## src/rtl/hart_mem_arbiter.sv

```systemverilog
`default_nettype none
// ============================================================================
// hart_mem_arbiter -- round-robin, lock-aware arbiter from NHART hart ports
// onto a single memory-controller command port.                   Rev 1.0
// ============================================================================
module hart_mem_arbiter #(
  parameter int NHART    = 2,
  parameter int LOCK_MAX = 4
) (
  input  logic                  CLK,
  input  logic                  RST_X,
  input  logic [NHART-1:0]      i_req,
  input  logic [NHART-1:0]      i_lock,
  input  logic [NHART-1:0]      i_we,
  input  logic [32*NHART-1:0]   i_addr,
  input  logic [32*NHART-1:0]   i_wdata,
  input  logic [3*NHART-1:0]    i_ctrl,
  output logic [NHART-1:0]      o_grant,
  output logic [NHART-1:0]      o_done,
  output logic [NHART-1:0]      o_stall,
  output logic [127:0]          o_rdata,
  output logic                  o_mc_req,
  output logic                  o_mc_we,
  output logic [31:0]           o_mc_addr,
  output logic [31:0]           o_mc_wdata,
  output logic [2:0]            o_mc_ctrl,
  input  logic                  i_mc_busy,
  input  logic [127:0]          i_mc_rdata
);

  localparam int               IW       = (NHART > 1) ? $clog2(NHART) : 1;
  localparam int               CW       = $clog2(LOCK_MAX + 1);
  localparam logic [IW-1:0]    LAST_RST = IW'(NHART - 1);
  localparam logic [CW-1:0]    LOCK_LIM = CW'(LOCK_MAX);
  localparam logic [NHART-1:0] ONE      = NHART'(1);

  typedef enum logic [1:0] {
    S_IDLE  = 2'd0,
    S_ISSUE = 2'd1,
    S_WAIT  = 2'd2,
    S_DONE  = 2'd3
  } state_t;

  state_t            state_q, state_d;
  logic [NHART-1:0]  grant_q, grant_d;
  logic [IW-1:0]     gidx_q, gidx_d;
  logic [IW-1:0]     last_q, last_d;
  logic              we_q, we_d;
  logic [31:0]       addr_q, addr_d;
  logic [31:0]       wdata_q, wdata_d;
  logic [2:0]        ctrl_q, ctrl_d;
  logic [127:0]      rdata_q, rdata_d;
  logic              lock_held_q, lock_held_d;
  logic [CW-1:0]     lock_cnt_q, lock_cnt_d;
  logic              wfirst_q, wfirst_d;

  logic [31:0]       w_addr  [NHART];
  logic [31:0]       w_wdata [NHART];
  logic [2:0]        w_ctrl  [NHART];

  for (genvar h = 0; h < NHART; h++) begin : g_unpack
    assign w_addr[h]  = i_addr[32*h +: 32];
    assign w_wdata[h] = i_wdata[32*h +: 32];
    assign w_ctrl[h]  = i_ctrl[3*h +: 3];
  end

  logic              w_lock_rel;
  logic [NHART-1:0]  w_req_eff;
  logic              w_pick_vld;
  logic [IW-1:0]     w_pick_idx;
  logic [IW-1:0]     w_cand;
  logic [CW-1:0]     w_cnt_inc;

  always_comb begin
    w_lock_rel = lock_held_q & ~i_lock[last_q];
    w_req_eff  = i_req;
    if (lock_held_q && !w_lock_rel) begin
      w_req_eff = i_req & (ONE << last_q);
    end
    w_pick_vld = 1'b0;
    w_pick_idx = '0;
    w_cand     = '0;
    // Farthest candidate first, so the nearest requester after last_q wins.
    for (int k = NHART; k >= 1; k--) begin
      w_cand = IW'((int'(last_q) + k) % NHART);
      if (w_req_eff[w_cand]) begin
        w_pick_vld = 1'b1;
        w_pick_idx = w_cand;
      end
    end
  end

  assign w_cnt_inc = lock_cnt_q + CW'(1);

  always_comb begin
    state_d     = state_q;
    grant_d     = grant_q;
    gidx_d      = gidx_q;
    last_d      = last_q;
    we_d        = we_q;
    addr_d      = addr_q;
    wdata_d     = wdata_q;
    ctrl_d      = ctrl_q;
    rdata_d     = rdata_q;
    lock_held_d = lock_held_q;
    lock_cnt_d  = lock_cnt_q;
    wfirst_d    = wfirst_q;
    case (state_q)
      S_IDLE: begin
        if (w_lock_rel) begin
          lock_held_d = 1'b0;
          lock_cnt_d  = '0;
        end
        if (w_pick_vld) begin
          gidx_d  = w_pick_idx;
          grant_d = ONE << w_pick_idx;
          we_d    = i_we[w_pick_idx];
          addr_d  = w_addr[w_pick_idx];
          wdata_d = w_wdata[w_pick_idx];
          ctrl_d  = w_ctrl[w_pick_idx];
          state_d = S_ISSUE;
        end
      end
      S_ISSUE: begin
        wfirst_d = 1'b1;
        state_d  = S_WAIT;
      end
      S_WAIT: begin
        wfirst_d = 1'b0;
        // Busy is only raised one cycle after the strobe, so the first WAIT cycle is blind.
        if (!wfirst_q && !i_mc_busy) begin
          rdata_d = i_mc_rdata;
          state_d = S_DONE;
        end
      end
      S_DONE: begin
        last_d  = gidx_q;
        grant_d = '0;
        state_d = S_IDLE;
        if (|(i_lock & grant_q)) begin
          if (w_cnt_inc == LOCK_LIM) begin
            lock_held_d = 1'b0;
            lock_cnt_d  = '0;
          end else begin
            lock_held_d = 1'b1;
            lock_cnt_d  = w_cnt_inc;
          end
        end
      end
      default: state_d = S_IDLE;
    endcase
  end

  always_ff @(posedge CLK or negedge RST_X) begin
    if (!RST_X) begin
      state_q     <= S_IDLE;
      grant_q     <= '0;
      gidx_q      <= '0;
      last_q      <= LAST_RST;
      we_q        <= 1'b0;
      addr_q      <= '0;
      wdata_q     <= '0;
      ctrl_q      <= '0;
      rdata_q     <= '0;
      lock_held_q <= 1'b0;
      lock_cnt_q  <= '0;
      wfirst_q    <= 1'b0;
    end else begin
      state_q     <= state_d;
      grant_q     <= grant_d;
      gidx_q      <= gidx_d;
      last_q      <= last_d;
      we_q        <= we_d;
      addr_q      <= addr_d;
      wdata_q     <= wdata_d;
      ctrl_q      <= ctrl_d;
      rdata_q     <= rdata_d;
      lock_held_q <= lock_held_d;
      lock_cnt_q  <= lock_cnt_d;
      wfirst_q    <= wfirst_d;
    end
  end

  assign o_grant    = grant_q;
  assign o_done     = (state_q == S_DONE) ? grant_q : '0;
  assign o_stall    = i_req & ~o_done;
  assign o_rdata    = rdata_q;
  assign o_mc_req   = (state_q == S_ISSUE);
  assign o_mc_we    = we_q;
  assign o_mc_addr  = addr_q;
  assign o_mc_wdata = wdata_q;
  assign o_mc_ctrl  = ctrl_q;

endmodule
`default_nettype wire

```

## config.mk

```make
export PLATFORM = sky130hd
export DESIGN_NAME = hart_mem_arbiter
export DESIGN_NICKNAME = d
export VERILOG_FILES = /design/src/rtl/hart_mem_arbiter.sv
export SDC_FILE = /design/constraint.sdc
export NUM_CORES = 1
export LEC_CHECK = 0
export BUFFER_PORTS_ARGS = -buffer_cell sky130_fd_sc_hd__buf_2
export CAP_MARGIN = 0
export CORE_AREA = 2 2 184 186
export DETAILED_ROUTE_END_ITERATION = 10
export DIE_AREA = 0 0 186 188
export GPL_TIMING_DRIVEN = 0
export SLEW_MARGIN = 20
export SYNTH_ARGS = -nofsm -noshare
export SYNTH_HDL_FRONTEND = slang
export SYNTH_SLANG_ARGS = --single-unit
```

## constraint.sdc

```tcl
create_clock -name CLK -period 1.9 [get_ports CLK]
set_clock_uncertainty 0.1 [all_clocks]
set_input_delay 0 -clock CLK [delete_from_list [all_inputs] [get_ports CLK]]
set_output_delay 0 -clock CLK [all_outputs]
set_load 0.01 [all_outputs]
```

# Word-level counts from Yosys, hierarchy flattened
# Cells that the tools add are included.
op_classes:
  n_addsub: 3
  n_mul: 0
  div_mod_pow: 0
  magnitude_cmp: 5
  n_eq_ne: 8
  shifts: 2
  n_mux: 37
  bitwise_logic: 7
  reduce_logical: 14
ops:
  columns: ["cell", "n"]
  rows:
  - ["two-way mux 32 bit", 6]
  - ["two-way mux 3 bit", 6]
  - ["two-way mux 1 bit", 15]
  - ["two-way mux 2 bit", 5]
  - ["less-than comparator 1 x 2 -> 1 bit, second input constant", 4]
  - ["!= test 2 bit, second input constant", 4]
  - ["case mux 2 bit (4 select lines)", 1]
  - ["AND reduction 2 bit", 4]
  - ["AND 2 bit", 3]
  - ["case mux 3 bit (2 select lines)", 1]
  - ["equality test 2 bit, second input constant", 2]
  - ["case mux 1 bit (2 select lines)", 2]
  - ["case mux 2 bit (2 select lines)", 1]
  - ["nonzero test 2 bit", 2]
  - ["<< shifter 1 x 1 -> 2 bit, first input constant", 2]
  - ["adder 3 x 1 -> 3 bit, second input constant", 1]
  - ["equality test 3 bit, second input constant", 1]
  - ["logical NOT 1 bit", 3]
  - ["AND reduction 3 bit", 1]
  - ["adder 1 bit, second input constant", 2]
  - ["equality test 2 x 1 -> 1 bit, second input constant", 1]
  - [">= comparator 2 bit, second input constant", 1]
  - ["logical AND 1 bit", 2]
  - ["logical NOT 2 bit", 1]
  - ["other kinds (5)", 5]
totals:
  register_bits: 207
  latch_bits: 0
  ram_bits: 0
  rom_bits: 0
  in_bits: 271
  output_inout_bits: 203
  wordCells: 88
  n_memories: 0

# Depth between registers and ports, before layout
# Gate-level depths: netlist of run 1.
depth:
  word_depth: 15
  mapped_depth: 7
  mapped_depth_nobuf: 6

# Least setup slack after synthesis of run 1
# No wires, ideal clock.
synth_path:
  path_type: "register -> register"
  startpoint: "reg last_q"
  endpoint: "reg wdata_q[7] (netlist: o_mc_wdata[7])"
  setup_time_ns: 0.125
  arrival_ns: 1.734
  required_time_ns: 1.675
  path_slack_ns: -0.059
  stages_incl_launch_ff: 6
  path_buffers: 1
  period_less_slack_ns: 1.959
  cell_sequence: "dfstp_2 > nand2_1 > o221ai_4 > buf_6 > mux2_2 > mux2_4"
synth_between:
  elab_chain_cells: 15
  elab_cells_between_ends: 24
  cone_classes: "add/sub (2); shift (1); mux (14); bitwise (4); reduce/logical (3)"
synth_lines:
  columns: ["element", "line", "text"]
  rows:
  - ["from (decl)", "47", "logic [IW-1:0] last_q, last_d;"]
  - ["from (signal assigned)", "172", "last_q <= last_d;"]
  - ["two-way mux 1 bit (not written as such) (2 in series)", "75", "w_lock_rel = lock_held_q & ~i_lock[last_q];"]
  - ["NOT 1 bit", "75", null]
  - ["AND 1 bit", "75", null]
  - ["logical NOT 1 bit", "77", "if (lock_held_q && !w_lock_rel) begin"]
  - ["logical AND 1 bit", "77", null]
  - ["two-way mux 2 bit", "77", null]
  - ["two-way mux 1 bit (not written as such) (2 in series)", "86", "if (w_req_eff[w_cand]) begin"]
  - ["two-way mux 1 bit (2 in series)", "86", null]
  - ["NOT 1 -> 2 bit (not written as such)", "119", "wdata_d = w_wdata[w_pick_idx];"]
  - ["two-way mux 32 bit (not written as such) (3 in series)", "119", null]
  - ["to (signal assigned)", "175", "wdata_q <= wdata_d;"]
  - ["to (decl)", "50", "logic [31:0] wdata_q, wdata_d;"]
# Parallel ways exist; a longest one is shown, timed or not. The select of a mux whose other input is x is not followed.
# A chain may end at the register's enable or synchronous reset.

# Worst setup path in the final report of run 1
layout_path:
  startpoint: "reg last_q"
  endpoint: "reg wdata_q[21] (netlist: o_mc_wdata[21])"
# The elaborated chain is that of the path after synthesis.

==> PnR_summary.wiki, run 1 <==
{| class="wikitable"
! Metric !! Value
|-
| Met2 track utilization from global routing || 32.1%
|-
| Max frequency || just under 0.5 GHz
|-
| Required time of the critical path || approximately 2.2 ns
|-
| GR Util met3 || 4.84%
|-
| Reg2Reg Capture Point || o_mc_wdata[21]
|-
| Distinct cell type count of the synthesized netlist || 36
|-
| Maximum number of pins on one net before global-route repair || 90
|-
| Combined area of all synthesized cells || slightly below 9000 um2
|-
| Floorplan die area || between 30,000 and 40,000 um2
|-
| Layout Area Growth over Synthesis || 93.0%
|-
| Fraction of the yosys area taken by sequential cells || between 50% and 60%
|-
| Combined area of the multi-input logic cells || just over 4000 um2
|-
| Most used cells in the layout excluding fill and tap cells || buf_2, dlygate4sd3_1, dfrtp_1, mux2_4, mux2_2
|-
| FF-to-FF Start || last_q
|-
| Count of mapped cells out of synthesis || approximately 560
|-
| Crit. End Element || flip-flop
|-
| DR DRC count || 0
|-
| Power density of the placed cells || approximately 1400 nW/um2
|-
| IO buf count || 473
|-
| Post-DR wirelength/cell || around 18 um
|-
| Antenna violations before repair || 3
|-
| First-pass iteration count of the detailed router || 4
|-
| Die Height || approximately 190 um
|-
| Weighted congestion reported at the end of routability-driven placement || between 0.7 and 0.8
|-
| Synth Register Bits || roughly 210
|-
| Violations in the final reports || setup timing
|-
| Static leakage || 8.38 nW
|-
| Final Cycle Share || 110%
|-
| Fill cell count || about 2,700
|-
| Run status || complete, but fails checks
|-
| Fin. Hold Viols || 0
|-
| Transition time of the tightest slew-check pin || ~0.47 ns
|-
| Maxcap violations || 0
|-
| Post-detailed-route count of antenna-violating nets || 0
|-
| Starting DRC count in detailed routing || 185
|-
| Clk slew on worst S/H paths || 0.06 ns
|-
| Cell count after placement || around 1,500
|-
| Setup repair after global routing missed its margin || yes
|-
| Crit path kind || flip-flop to flip-flop
|-
| Final period demand of the worst path || between 2 and 2.5 ns
|-
| Clock buffer depth || 3
|-
| DP HPWL || 19,900 um
|-
| Internal reg-to-reg setup slack || -0.18 ns
|-
| Global route overflow || 0
|-
| CTS Buf Count || 25
|-
| GRT Max-Usage Layer || met2
|-
| Aggregate global-route resource usage || 17.3%
|-
| Mean instance size in the synthesized netlist || about 16 um2
|-
| End point of the critical path || o_mc_wdata[21]
|-
| Routed wire length || about 33,000 um
|-
| Number of nets in the synthesized netlist || around 840
|-
| Most common library cell in the layout ignoring fill and taps || buf_2
|-
| Initial cell density of the core || 26.8%
|-
| Root buffer selected by CTS || clkbuf_16
|-
| Sinks on the clock net || ~210
|-
| Arrival time of the worst setup path || 2.38 ns
|-
| Die W || 186 um
|-
| Worst-case vdd ir drop || 1.12 mV
|-
| Core area || around 33,000 um2
|-
| Via count normalized by instance count || 4.32
|-
| Fin util || between 50% and 60%
|-
| Worst hold path class || input pin to flip-flop
|-
| Setup violations, final || roughly 160
|-
| Share of cells above drive strength 1 || ~63%
|-
| IO Count || between 400 and 500
|-
| H-tree levels || 1
|-
| Net count reported at finish || ~1,700
|-
| Global-route wire length before repair || between 40,000 and 50,000 um
|-
| Number of pins exceeding their max-slew limit in the final report || 0
|-
| Via count of the first global-routing pass || around 9,000
|-
| Post-route setup slack || -0.182 ns
|-
| Element type at the critical path start || flip-flop
|-
| Row count || between 60 and 70
|-
| Source-to-sink clock delay at the later pin of the worst-skew pair || 0.52 ns
|-
| Met1 capacity usage during global routing || between 10% and 20%
|-
| Finished Layout Cells || 1,845
|-
| Critical path launch point || last_q
|-
| Worst max-slew margin expressed relative to the limit || about 68%
|-
| Crit-path max FO || 10
|-
| TritonCTS clock tree || done
|-
| Synthesis warning total || 0
|-
| Total number of vias || 7,977
|-
| FF/Latch Area || a little over 5000 um2
|-
| FF-to-FF path depth || 6
|}
-- critical path: stages, from the launching register on --
cell and delay (ns):
dfstp_2 0.57, nand2_2 0.07, o221ai_4 0.24, buf_6 0.18
buf_8 0.16, mux2_2 0.36, mux2_2 0.28
-- timing repair --
item | 4_1_cts | 5_1_grt
pin swaps | 2 | 4
hold endpoints to repair | 408 | 0
cloned | 5 | 13
setup endpoints to repair | 193 | 191
hold buffers | 271 | 0
resized for setup | 149 | 116
setup buffers | 14 | 14
-- cell families after synthesis --
kind of cell,Yosys count,synth area share [%]
DFF,207,58.4
and+or+nand+nor,21,1.33
buffers and inverters,39,2.67
muxes,271,34.8
xor gates and xnor gates,1,0.0988
AOI/OAI and AO/OA,15,1.67
adders and majority gates,7,0.988
-- report_power, final --
part / switching (W) / leakage (nW) / internal (W)
clock: 0.00190 / 0.429 / 0.00310
sequential: 0.00125 / 2.49 / 0.00665
combinational: 0.00463 / 5.47 / 0.00663
-- per-stage QoR --
stage               setup slack, ns  power, W  cell area (um2)  hold slack [ns]  setup TNS (ns)
floorplan                   -0.0265    0.0126             8870           -0.396         -0.0265
global placement              -2.93    0.0161            11800            0.131         -673.31
finish                       -0.182    0.0242            17100           0.0699          -12.12
CTS                          -0.185    0.0230            16300           0.0118          -11.26
detailed placement           -0.487    0.0163            11900           -0.184          -75.93
global route                 -0.233    0.0255            17100           0.0906          -22.61
-- worst min-delay path by stage --
| stage | startpoint | to | slack (ns) | depth (start not counted) |
|---|---|---|---|---|
| floorplan | RST_X | gidx_q | -0.40 | 0 |
| global placement | i_mc_rdata[45] | o_rdata[45] | 0.13 | 2 |
| detailed placement | RST_X | o_mc_addr[1] | -0.18 | 1 |
| CTS | i_lock[1] | state_q[0] | 0.01 | 5 |
| global route | i_lock[1] | state_q[0] | 0.09 | 5 |
| finish | i_lock[1] | state_q[0] | 0.07 | 5 |
-- state kept, by name, summed over array words and instances (netlist names) --
| signal | cells |
|---|---|
| gidx_q | 1 |
| last_q | 1 |
| lock_cnt_q | 3 |
| lock_held_q | 1 |
| o_grant | 2 |
| o_mc_addr | 32 |
| o_mc_ctrl | 3 |
| o_mc_wdata | 32 |
| o_mc_we | 1 |
| o_rdata | 128 |
| state_q | 2 |
| wfirst_q | 1 |
-- cells in the mapped netlist --
| cell type | n | area (um2) |
|---|---|---|
| dfstp_2 | 1 | 26.3 |
| mux2_2 | 253 | 2850 |
| a31oi_1 | 1 | 6.26 |
| o41ai_1 | 1 | 8.76 |
| a22o_1 | 1 | 8.76 |
| buf_2 | 18 | 90.1 |
| nand2b_4 | 1 | 13.8 |
| xor2_1 | 1 | 8.76 |
| o21a_1 | 1 | 7.51 |
| ha_1 | 7 | 87.6 |
| nand2_1 | 4 | 15.0 |
| a221oi_1 | 1 | 8.76 |
| or2_2 | 1 | 6.26 |
| and2_1 | 1 | 6.26 |
| or3_1 | 1 | 6.26 |
| nand4b_1 | 1 | 8.76 |
| a2bb2oi_1 | 1 | 8.76 |
| o221ai_4 | 1 | 26.3 |
| mux2_1 | 6 | 67.6 |
| clkbuf_1 | 2 | 7.51 |
| mux2_4 | 10 | 150 |
| inv_1 | 9 | 33.8 |
| o22ai_1 | 3 | 18.8 |
| mux2i_1 | 2 | 20.0 |
| o311ai_4 | 1 | 26.3 |
| buf_6 | 9 | 101 |
| o31a_1 | 1 | 8.76 |
| nor2_2 | 1 | 6.26 |
| a21oi_1 | 2 | 10.0 |
| nor3b_1 | 1 | 7.51 |
| nor2_1 | 6 | 22.5 |
| nor2b_1 | 2 | 12.5 |
| a41oi_1 | 1 | 8.76 |
| inv_2 | 1 | 3.75 |
| dfrtp_1 | 206 | 5150 |
| nand2b_1 | 2 | 12.5 |
-- layer usage --
layer,wire (um),vias to the layer above
li1,-,3644
met1,12500,3881
met2,17100,370
met3,2660,80
met4,1090,2
met5,12,-
-- layout make-up --
cell class | count | area share [%]
Buffer | 26 | 2.52
Sequential cell | 207 | 30.3
Inverter | 10 | 0.234
Timing Repair Buffer | 791 | 34.5
Antenna cell | 2 | 0.0293
Tap cell | 448 | 3.28
Clock inverter | 11 | 0.834
Clock buffer | 35 | 4.29
Multi-Input combinational cell | 315 | 24.0
Power figures use the tool's default switching activity.
==> run 2: changes to the inputs <==
--- a/config.mk
+++ b/config.mk
@@ -5,11 +5,11 @@
 export SDC_FILE = /design/constraint.sdc
 export NUM_CORES = 1
 export LEC_CHECK = 0
-export BUFFER_PORTS_ARGS = -buffer_cell sky130_fd_sc_hd__buf_2
 export CAP_MARGIN = 0
-export CORE_AREA = 2 2 184 186
+export CORE_AREA = 2 2 185 187
 export DETAILED_ROUTE_END_ITERATION = 10
-export DIE_AREA = 0 0 186 188
+export DIE_AREA = 0 0 187 189
+export DONT_BUFFER_PORTS = 1
 export GPL_TIMING_DRIVEN = 0
 export SLEW_MARGIN = 20
 export SYNTH_ARGS = -nofsm -noshare
==> PnR_summary.wiki, run 2 <==
{| class="wikitable"
! Metric !! Value
|-
| Most repeated cell in the gate-level netlist after synthesis || mux2_2
|-
| Number of resized instances in the post-cts repair step || 218 (+46%)
|-
| Count of mapped cells out of synthesis || 561 (unchanged)
|-
| Run status || aborted with a tool error
|-
| Synth Register Bits || 207 (unchanged)
|-
| Cell count after placement || 1,009 (-32%)
|-
| Area contributors post-synth || dfrtp_1, mux2_2, mux2_4, buf_6, buf_2
|-
| H-tree levels || 1 (unchanged)
|-
| Die Height || 189 um (+0.53%)
|-
| CTS Buf Count || 23 (-8.0%)
|-
| Number of enable flip-flop cells after synthesis || 0 (unchanged)
|-
| IO Count || 474 (unchanged)
|-
| Fraction of synthesis flops using an asynchronous set or reset pin || 100% (unchanged)
|-
| Sinks on the clock net || 207 (unchanged)
|-
| Distinct cell type count of the synthesized netlist || 36 (unchanged)
|-
| Root buffer selected by CTS || clkbuf_16
|-
| Most area-hungry cell type in the Yosys netlist || dfrtp_1
|-
| DP HPWL || 16,400 um (-17%)
|-
| Fraction of the yosys area taken by sequential cells || 58.4% (unchanged)
|-
| Clock buffer depth || 3 (unchanged)
|-
| Initial cell density of the core || 26.6% (-0.13 points)
|-
| Synthesis warning total || 0 (unchanged)
|-
| Number of nets in the synthesized netlist || 839 (unchanged)
|-
| Proportion of netlist area held by the largest area contributor || 58.1% (unchanged)
|-
| CTS hold repair buffers || 217 (-20%)
|-
| Commonest cells in the netlist || mux2_2, dfrtp_1, buf_2
|-
| Stage where the flow stopped || clock tree synthesis (4_1_cts)
|-
| Mean instance size in the synthesized netlist || 15.8 um2 (unchanged)
|-
| Combined area of all synthesized cells || 8870 um2 (unchanged)
|-
| First Err || [ERROR RSZ-0060] Max buffer count reached.
|-
| IO buf count || 0 (-100%)
|-
| Row count || 67 (unchanged)
|-
| Weighted congestion reported at the end of routability-driven placement || 0.762 (about the same)
|-
| Post-CTS Setup Inserts || 21 (+7)
|-
| Primary FF master, synth || dfrtp_1
|-
| Die W || 187 um (+0.54%)
|}
[run 2: cell families after synthesis]
family          Yosys count  share of synthesized area (%)
compound gates           15                           1.67
xor+xnor                  1                         0.0988
fa+ha+maj                 7                          0.988
buf+inv                  39                           2.67
flops                   207                           58.4
mux                     271                           34.8
simple gates             21                           1.33
[run 2: stage by stage]
step           setup TNS (ns)  instance area [um2]  setup slack, ns  utilization, %  hold WS [ns]
3_5_place_dp           -76.62                 9430           -0.544            28.3        -0.391
3_3_place_gp           -71.91                 9430           -0.493            28.3        -0.391
2_1_floorplan         -0.0265                 8870          -0.0265               -        -0.396
==> run 3: changes to the inputs <==
--- a/config.mk
+++ b/config.mk
@@ -6,11 +6,12 @@
 export NUM_CORES = 1
 export LEC_CHECK = 0
 export CAP_MARGIN = 0
-export CORE_AREA = 2 2 185 187
+export CORE_AREA = 2 2 187 189
 export DETAILED_ROUTE_END_ITERATION = 10
-export DIE_AREA = 0 0 187 189
+export DIE_AREA = 0 0 189 191
 export DONT_BUFFER_PORTS = 1
 export GPL_TIMING_DRIVEN = 0
+export PLACE_DENSITY_LB_ADDON = 0.15
 export SLEW_MARGIN = 20
 export SYNTH_ARGS = -nofsm -noshare
 export SYNTH_HDL_FRONTEND = slang
==> constraint.sdc (replaced) <==
create_clock -name CLK -period 2.5 [get_ports CLK]
set_clock_uncertainty 0.1 [all_clocks]
set_input_delay 0 -clock CLK [delete_from_list [all_inputs] [get_ports CLK]]
set_output_delay 0 -clock CLK [all_outputs]
set_load 0.01 [all_outputs]
==> PnR_summary.wiki, run 3 <==
{| class="wikitable"
! Metric !! Value
|-
| Run status || aborted with a tool error
|-
| Stage where the flow stopped || clock tree synthesis (4_1_cts)
|-
| First Err || [ERROR RSZ-0060] Max buffer count reached.
|-
| Synth Area in Simple Gates || 1.33% (unchanged)
|-
| Number of enable flip-flop cells after synthesis || 0 (unchanged)
|-
| Xor-xnor portion of the synthesized cell area || 0.0988% (unchanged)
|-
| Adder-Cell Fraction of Synth Area || 0.988% (unchanged)
|-
| DP HPWL || 18,200 um (+11%)
|-
| Count of mapped cells out of synthesis || 561 (unchanged)
|-
| Most repeated cell in the gate-level netlist after synthesis || mux2_2
|-
| Die W || 189 um (+1.1%)
|-
| Synth Register Bits || 207 (unchanged)
|-
| Commonest cells in the netlist || mux2_2, dfrtp_1, buf_2
|-
| Sinks on the clock net || 207 (unchanged)
|-
| Clock buffer depth || 3 (unchanged)
|-
| Fraction of synthesis flops using an asynchronous set or reset pin || 100% (unchanged)
|-
| Most area-hungry cell type in the Yosys netlist || dfrtp_1
|-
| Combined area of all synthesized cells || 8870 um2 (unchanged)
|-
| Post-place setup slack || -0.286 ns (+0.258 ns)
|-
| Weighted congestion reported at the end of routability-driven placement || 0.781 (+2.5%)
|-
| Combinational family with the most area after synthesis || multiplexers
|-
| IO buf count || 0 (unchanged)
|-
| Area contributors post-synth || dfrtp_1, mux2_2, mux2_4, buf_6, buf_2
|-
| CTS hold repair buffers || 213 (-1.8%)
|-
| Number of nets in the synthesized netlist || 839 (unchanged)
|-
| Primary FF master, synth || dfrtp_1
|-
| IO Count || 474 (unchanged)
|-
| Synthesis warning total || 0 (unchanged)
|-
| Proportion of netlist area held by the largest area contributor || 58.1% (unchanged)
|-
| Initial cell density of the core || 26.0% (-0.65 points)
|-
| Fraction of the yosys area taken by sequential cells || 58.4% (unchanged)
|-
| Die Height || 191 um (+1.1%)
|-
| Mux share of post-synthesis cell area || 34.8% (unchanged)
|-
| Number of resized instances in the post-cts repair step || 2 (-99%)
|-
| Compound-Gate Fraction of Synth Area || 1.67% (unchanged)
|-
| Row count || 68 (+1.5%)
|-
| Post-CTS Setup Inserts || 0 (-100%)
|-
| Distinct cell type count of the synthesized netlist || 36 (unchanged)
|-
| Root buffer selected by CTS || clkbuf_16
|-
| H-tree levels || 1 (unchanged)
|-
| Mean instance size in the synthesized netlist || 15.8 um2 (unchanged)
|-
| CTS Buf Count || 24 (+4.3%)
|}
[run 3: cell counts after synthesis]
Identical to the previous run, type by type.
[run 3: cell families after synthesis]
logic type / count (synthesis)
and+or+nand+nor: 21
buffers and inverters: 39
muxes: 271
xor gates and xnor gates: 1
AOI/OAI and AO/OA: 15
DFF: 207
adders and majority gates: 7
[run 3: stage by stage]
step / utilization [%] / instance area, um2 / std cells / TNS (ns) / hold WS [ns]
detailed placement: 27.7 / 9440 / 1016 / -21.89 / -0.389
global placement: 27.7 / 9440 / 1016 / -17.60 / -0.389
floorplan: - / 8870 / 561 / 0 / -0.396
